File: src/rtl/packet_builder.sv
// packet_builder: stamps each payload with its stream's next sequence number and serialises it as 32-bit words.
// Optional feature: define PKT_BUILDER_SEQ_SKIP_EN to add the seq_skip port (injects a one-packet sequence gap).
module packet_builder #(
  parameter int NUM_STREAMS       = 32,
  parameter int MAX_PAYLOAD_BYTES = 37,
  parameter int SEQ_W             = 32,
  localparam int STREAM_W  = $clog2(NUM_STREAMS),
  localparam int LEN_W     = $clog2(MAX_PAYLOAD_BYTES + 1),
  localparam int PAYLOAD_W = 8 * MAX_PAYLOAD_BYTES,
  localparam int MAX_WORDS = (MAX_PAYLOAD_BYTES + 3) / 4,
  localparam int WCNT_W    = $clog2(MAX_WORDS + 1)
) (
  input  logic                  clk,
  input  logic                  reset,
  input  logic [0:PAYLOAD_W-1]  dataIn,
  input  logic [LEN_W-1:0]      dataIn_len,
  input  logic [STREAM_W-1:0]   dataIn_stream,
  input  logic                  dataIn_val,
  output logic                  dataIn_ready,
`ifdef PKT_BUILDER_SEQ_SKIP_EN
  input  logic                  seq_skip,
`endif
  output logic [31:0]           dataOut,
  output logic                  dataOut_val,
  input  logic                  dataOut_ready,
  output logic                  dataOut_last,
  output logic                  len_err
);

  // Handshake: a transfer happens on a rising edge where val and ready are both high; a source
  // holding val keeps its data stable until that edge, and never withdraws val before it.

  typedef enum logic [1:0] {IDLE, SEND_HDR, SEND_SEQ, SEND_DATA} state_t;
  state_t state, nextState;

  logic [SEQ_W-1:0]    seqTable [NUM_STREAMS];
  logic [SEQ_W-1:0]    seqReg, seqNew, seqInc;
  logic [LEN_W-1:0]    lenReg;
  logic [STREAM_W-1:0] streamReg;
  logic [WCNT_W-1:0]   wordsLeft, wordsIn;
  logic [LEN_W:0]      lenPlus3;
  logic [0:PAYLOAD_W-1] payloadReg, maskedIn;
  logic                accept, lenErrNext, lenLegal;

  assign lenLegal = (dataIn_len != '0) && (dataIn_len <= LEN_W'(MAX_PAYLOAD_BYTES));
  assign lenPlus3 = {1'b0, dataIn_len} + (LEN_W+1)'(3);
  assign wordsIn  = WCNT_W'(lenPlus3 >> 2);

`ifdef PKT_BUILDER_SEQ_SKIP_EN
  assign seqInc = seq_skip ? SEQ_W'(2) : SEQ_W'(1);
`else
  assign seqInc = SEQ_W'(1);
`endif
  assign seqNew = seqTable[dataIn_stream] + seqInc;

  // Bytes beyond the length are zeroed at capture, so padding in the last word is always clean.
  always_comb begin
    maskedIn = '0;
    for (int i = 0; i < MAX_PAYLOAD_BYTES; i++) begin
      if (i < int'(dataIn_len)) maskedIn[8*i +: 8] = dataIn[8*i +: 8];
    end
  end

  always_ff @(posedge clk) begin
    if (reset) state <= IDLE;
    else       state <= nextState;
  end

  always_comb begin
    nextState    = state;
    dataOut      = '0;
    dataOut_val  = 1'b0;
    dataOut_last = 1'b0;
    accept       = 1'b0;
    lenErrNext   = 1'b0;
    case (state)
      IDLE: begin
        if (dataIn_val && dataIn_ready) begin
          if (lenLegal) begin
            accept    = 1'b1;
            nextState = SEND_HDR;
          end else begin
            lenErrNext = 1'b1;
          end
        end
      end
      SEND_HDR: begin
        dataOut_val = 1'b1;
        dataOut     = {16'(lenReg) + 16'd8, {(16-STREAM_W){1'b0}}, streamReg};
        if (dataOut_ready) nextState = SEND_SEQ;
      end
      SEND_SEQ: begin
        dataOut_val = 1'b1;
        dataOut     = seqReg;
        if (dataOut_ready) nextState = SEND_DATA;
      end
      SEND_DATA: begin
        dataOut_val  = 1'b1;
        dataOut      = payloadReg[0:31];
        dataOut_last = (wordsLeft == WCNT_W'(1));
        if (dataOut_ready && dataOut_last) nextState = IDLE;
      end
      default: nextState = IDLE;
    endcase
  end

  always_ff @(posedge clk) begin
    if (reset) begin
      dataIn_ready <= 1'b1;
      len_err      <= 1'b0;
      lenReg       <= '0;
      streamReg    <= '0;
      seqReg       <= '0;
      wordsLeft    <= '0;
      payloadReg   <= '0;
      for (int i = 0; i < NUM_STREAMS; i++) seqTable[i] <= '0;
    end else begin
      len_err <= lenErrNext;
      if (accept) begin
        dataIn_ready              <= 1'b0;
        lenReg                    <= dataIn_len;
        streamReg                 <= dataIn_stream;
        seqReg                    <= seqNew;
        seqTable[dataIn_stream]   <= seqNew;
        payloadReg                <= maskedIn;
        wordsLeft                 <= wordsIn;
      end else if (state == SEND_DATA && dataOut_ready) begin
        // The current word always sits in the top 32 bits; consumed words shift out.
        if (dataOut_last) begin
          payloadReg   <= '0;
          wordsLeft    <= '0;
          dataIn_ready <= 1'b1;
        end else begin
          payloadReg <= {payloadReg[32:PAYLOAD_W-1], 32'h0};
          wordsLeft  <= wordsLeft - WCNT_W'(1);
        end
      end
    end
  end

endmodule

File: config.mk
export PLATFORM = sky130hd
export DESIGN_NAME = packet_builder
export DESIGN_NICKNAME = d
export VERILOG_FILES = /design/src/rtl/packet_builder.sv
export SDC_FILE = /design/constraint.sdc
export NUM_CORES = 2
export LEC_CHECK = 0
export CORE_AREA = 10 10 380 382
export DETAILED_ROUTE_END_ITERATION = 12
export DIE_AREA = 0 0 390 392
export PLACE_DENSITY = 0.66
export SETUP_SLACK_MARGIN = 0.3
export SYNTH_ARGS = -nofsm -noshare
export SYNTH_HDL_FRONTEND = slang
export SYNTH_SLANG_ARGS = --single-unit
File: constraint.sdc
create_clock -name clk -period 4.9 [get_ports clk]
set_input_delay 0.49 -clock clk [delete_from_list [all_inputs] [get_ports clk]]
set_output_delay 0.49 -clock clk [all_outputs]
set_load 0.05 [all_outputs]
== Word level (Yosys, flattened, before mapping) ==
Memories as Yosys holds them, arrays and structs flattened.
Index checks and enable logic that the tools add are counted.

* Output and inout port bits: 36
* Flip-flop bits (word level): 347
* Word-level logic and storage cells: 142
* Input bits: 311
* Memory bits (writable): 1024
* Memories: 1

{| class="wikitable"
|+ Memory list
! memory !! depth !! width !! read ports !! clocked after memory_dff !! wr ports !! line !! source
|-
| seqTable || 32 || 32 || 1 || 0 || 32 || 36 || <nowiki>logic [SEQ_W-1:0] seqTable [NUM_STREAMS];</nowiki>
|}

* Eq/ne operators: 9
* Order comparisons: 38
* $add $sub $neg: 4
* Bitwise gates (word level): 2
* Reductions and logical operators: 13
* Mux-type cells: 67

{| class="wikitable"
|+ Operators by type and width
! operator !! number
|-
| $mux W296 || 3
|-
| $mux W8 || 37
|-
| $lt A5 B6 Y1 const A || 16
|-
| $pmux W32 S3 || 1
|-
| $lt A4 B6 Y1 const A || 8
|-
| $add A32 B1 Y32 const B || 1
|-
| $mux W32 || 1
|-
| $reduce_or A32 Y1 || 1
|-
| $lt A6 B6 Y1 const A || 5
|-
| $lt A3 B6 Y1 const A || 4
|-
| $mux W1 || 15
|-
| $lt A1 B6 Y1 const A || 2
|-
| $lt A2 B6 Y1 const A || 2
|-
| $mux W4 || 3
|-
| $mux W2 || 5
|-
| $ne A2 B2 Y1 const B || 5
|-
| $pmux W2 S4 || 1
|-
| $add A6 B4 Y7 const B || 1
|-
| $add A6 B2 Y6 const B || 1
|-
| $le A6 B6 Y1 const B || 1
|-
| $reduce_bool A6 Y1 || 1
|-
| $reduce_or A3 Y1 || 2
|-
| $mux W5 || 1
|-
| $reduce_and A5 Y1 || 1
|-
| 9 further kinds || 15
|}

== Logic depth before layout (Yosys ltp) ==
* Word-level depth: 10
* Gate-level depth with buffers: 18

== Worst setup path before layout ==
No wires, ideal clock.

* Path kind: input port to flip-flop
* Start point: input port dataIn_stream[2]
* End point: memory seqTable[16][26], data pin
* Data arrival time: 3.786 ns
* Buffers on the path: 8
* Library setup time: 0.271 ns
* Path slack: 0.843 ns
* Cell stages on the path: 18
* Cells stage by stage: buf_2 -> buf_6 -> or4b_1 -> buf_2 -> buf_2 -> o22ai_1 -> nor4_1 -> nand2_1 -> clkbuf_1 -> ha_1 -> a21boi_1 -> nand4_2 -> nor3_2 -> buf_4 -> and3_1 -> buf_2 -> buf_2 -> nor3_1

{| class="wikitable"
|+ RTL lines
! element !! line !! source
|-
| start: declaration || 17 || <nowiki>input logic [STREAM_W-1:0] dataIn_stream,</nowiki>
|-
| end: declaration || 36 ||
|}

==> out/metrics.csv <==
stage,metric,value,unit
outcome,outcome,finished clean,
floorplan,start_util,0.446,
floorplan,die_area,153000,um2
critical_path,slowest_stage,nor2b_1,
cells_and_area,drive_gt1_frac,0.139,
power_and_ir_drop,p_clk_frac,0.365,
critical_path,cp_data_arrival_time,4980,ps
sta,fmax,0.224,GHz
sta,post-route-period-util,0.911,
routing,drt_wl_total,233,mm
floorplan,row_count,136,
global_routing,track_usage,0.296,
power_and_ir_drop,switchingPower,0.00884,W
global_routing,met1_usage,0.375,
critical_path,cpPeakStageDelay,930,ps
global_routing,grt_pass1_vias,46436,
critical_path,path_max_fanout,32,
sta,hold_viol_final,0,
critical_path,critPathCaptureType,flip-flop,
critical_path,crit_chain,"clkdlybuf4s50_1, buf_4, nand4b_1, buf_12, o22ai_1, buf_4, nor4_2, nand2_1, and3_1, nor2b_1, and4_2, buf_12, nor3_1",
sta,setup_viol,0,
routing,wl_per_cell,31.7,um
global_routing,grt_remaining_overflow,0,
critical_path,worstPathRequired,5410,ps
routing,ant_nets,0,
clock_network,cts_buffer_depth,3,
sta,drv_slew,0,
place,hpwl,143,mm
power_and_ir_drop,p_sw_frac,0.292,
sta,relSlewSlack,0.0706,
floorplan,fp.dieW,390,um
logic_synthesis,synth_cell_type_count,73,
clock_network,cts_hold_buf,1,
logic_synthesis,synth_area,61000,um2
power_and_ir_drop,pwr-share-comb,0.176,
global_routing,antenna_found_initial,29,
power_and_ir_drop,p_leak,25.6,nW
critical_path,crit_family,simple AND/OR/NAND/NOR gates,
logic_synthesis,yosysSeqAreaShare,0.618,
routing,drt_first_pass_iters,8,
hold_path,holdCritPathClass,input port to flip-flop,
sta,period_minus_slack,4470,ps
power_and_ir_drop,power.density,415,nW/um2
clock_network,cts_tree,yes,
clock_network,numClockSinks,1371,
logic_synthesis,synth_area_leaders,"edfxtp_1 (50%), dfxtp_1 (11%), mux2i_1 (7.2%)",
logic_synthesis,yosysTopAreaCellShare,0.504,
power_and_ir_drop,peakVddDrop,0.000334,V
sta,setup_tns,0,ps
global_routing,use_met3,0.0902,
global_routing,grt_max_degree,260,
sta,skew,38.4,ps
clock_network,cts_resized,0,
floorplan,die_h,392,um
clock_network,clock_latency,810,ps
flow_run,cap_viol_max_count,0,
logic_synthesis,synth_cells,5175,
logic_synthesis,synthArstFlopShare,0,
logic_synthesis,synth.avg_cell_area,11.8,um2
logic_synthesis,syn_nets,5495,
critical_path,worst-path-buf-inv,5,
power_and_ir_drop,power_frac_seq,0.458,
routing,via_per_inst,6.56,
power_and_ir_drop,internal_power,0.0214,W
sta,tightest_slew,1390,ps
critical_path,crit_type,input port to flip-flop,
place,gp_congestion,0.916,
critical_path,start_kind,input port,
global_routing,busiest_layer,met2,
logic_synthesis,ys_seq_elements,1371,
clock_network,clk_pin_slew,60,ps
logic_synthesis,synth_top_flop_cell,edfxtp_1,
global_routing,grt_pass1_wl,332,mm
clock_network,htreeDepth,4,
clock_network,cts_buffers,149,
cells_and_area,nets,5724,
logic_synthesis,synth_edf_count,1024,
clock_network,root_buffer,clkbuf_16,
cells_and_area,syn_to_final_growth,19.1,%
routing,drc,0,
logic_synthesis,yosys_warnings,0,
logic_synthesis,synth_top_area_cell,edfxtp_1,
floorplan,io_pins,347,
routing,via_count,48109,
floorplan,core-area,137000,um2
sta,fin_hold_ws,293,ps
clock_network,post_cts_buffers,0,
routing,first_iter_violations,7544,
sta,rsz0062_at_grt,false,
place,portBuffers,346,
global_routing,met2_usage,0.462,
registers in the layout, indices dropped and copies added (netlist names):
name          flops
seqTable       1024
len_err           1
seqReg           32
dataIn_ready      1
wordsLeft         4
lenReg            6
streamReg         5
state             2
payloadReg      296
Yosys cell counts (5+ instances only):
cell type / instances
a22oi_1: 71
nor3b_1: 6
ha_1: 9
nor3_2: 94
nand2_1: 116
mux4_2: 40
a21oi_1: 53
o22ai_1: 216
clkbuf_1: 322
xnor2_1: 9
nor3_1: 725
a31oi_1: 12
a222oi_1: 11
mux2i_1: 436
inv_1: 13
nand3_1: 22
nand2b_1: 37
dfxtp_1: 347
a211oi_1: 5
nor4_1: 56
buf_4: 60
nand2_2: 8
buf_1: 16
and3_1: 13
buf_2: 151
nand4bb_1: 6
and2_1: 6
a31o_2: 6
nor2_1: 866
a311o_1: 5
xor2_1: 6
buf_6: 5
and4_1: 12
edfxtp_1: 1024
nand3b_1: 22
nor3b_2: 7
nand4_1: 16
a221oi_1: 266
o21ai_0: 14
kinds of logic after synthesis:
logic type / share of synthesized area
buffers and inverters: 0.0423
AO/OA/AOI/OAI: 0.0842
XOR/XNOR: 0.00215
AND/OR/NAND/NOR: 0.165
adder cells (fa/ha/maj): 0.00185
flip-flops: 0.618
multiplexers: 0.0863
placed cells by master (no fill, tap or decap), types with 14 or more instances in the layout:
cell type / n
a21oi_1: 48
a221oi_1: 265
a22oi_1: 71
buf_12: 89
buf_4: 196
clkbuf_1: 38
clkbuf_16: 154
clkdlybuf4s50_1: 343
clkinv_1: 30
clkinv_2: 18
dfxtp_1: 347
diode_2: 17
edfxtp_1: 1024
mux2i_1: 436
mux4_2: 40
nand2_1: 83
nand2_2: 40
nand2b_2: 32
nand3_1: 22
nand3b_1: 22
nand4_1: 16
nor2_1: 865
nor3_1: 725
nor3_2: 93
nor4_1: 55
o21ai_0: 14
o22ai_1: 216
cell type report:
cell class | instances | area, um2
timing repair buffer | 632 | 6750
inverter | 13 | 48.8
tap | 1794 | 2240
multi-input combinational | 3237 | 21200
clock buffer | 199 | 4090
clock inverter | 71 | 638
fill | 11692 | 64100
sequential | 1371 | 37700
antenna | 17 | 42.5
worst paths after layout:
kind                    startpoint                to  slack [ps]  cells past startpoint
setup / recovery  dataIn_stream[2]  seqTable[30][27]         430                     13
setup reg to reg          state[1]   seqTable[7][22]         980                      9
hold reg to reg       streamReg[4]      streamReg[4]         460                      2
hold / removal         dataIn[274]   payloadReg[274]         290                      3
stage by stage:
stage / power, W / util / cells / worst slack, ps / instance area, um2
final: 0.0302 / 0.531 / 7334 / 434 / 72700
after global routing: 0.0311 / 0.531 / 7327 / 360 / 72700
after CTS: 0.0301 / 0.531 / 7317 / 595 / 72700
after detailed placement: 0.0193 / 0.496 / 7046 / -235 / 67900
after global placement: 0.0192 / 0.496 / 7045 / -241 / 67900
after floorplan: 0.0171 / - / 5175 / 843 / 61000
power groups by stage:
stage | logic [W] | clock network, W | registers [W]
2_1_floorplan | 0.00316 | 0 | 0.0139
3_3_place_gp | 0.00516 | 0 | 0.0140
3_5_place_dp | 0.00522 | 0 | 0.0141
4_1_cts | 0.00523 | 0.0111 | 0.0138
5_1_grt | 0.00566 | 0.0115 | 0.0139
6_report | 0.00533 | 0.0110 | 0.0138
layer usage:
layer | wire (um) | vias up | share of wire
met5 | 92 | - | 0.00040
met4 | 12300 | 14 | 0.053
met3 | 30300 | 721 | 0.13
met2 | 105000 | 3554 | 0.45
met1 | 84900 | 23778 | 0.36
li1 | - | 20042 | -
worst register-to-register path, cell delays in order (launching register included):
cell	delay [ps]
dfxtp_1	350
inv_1	130
ha_1	200
nand3_1	190
a221o_4	480
nor2_1	320
and3_1	620
nand2_2	120
nand2b_2	550
buf_4	560
Note: power is estimated with default switching activity, not from simulation.
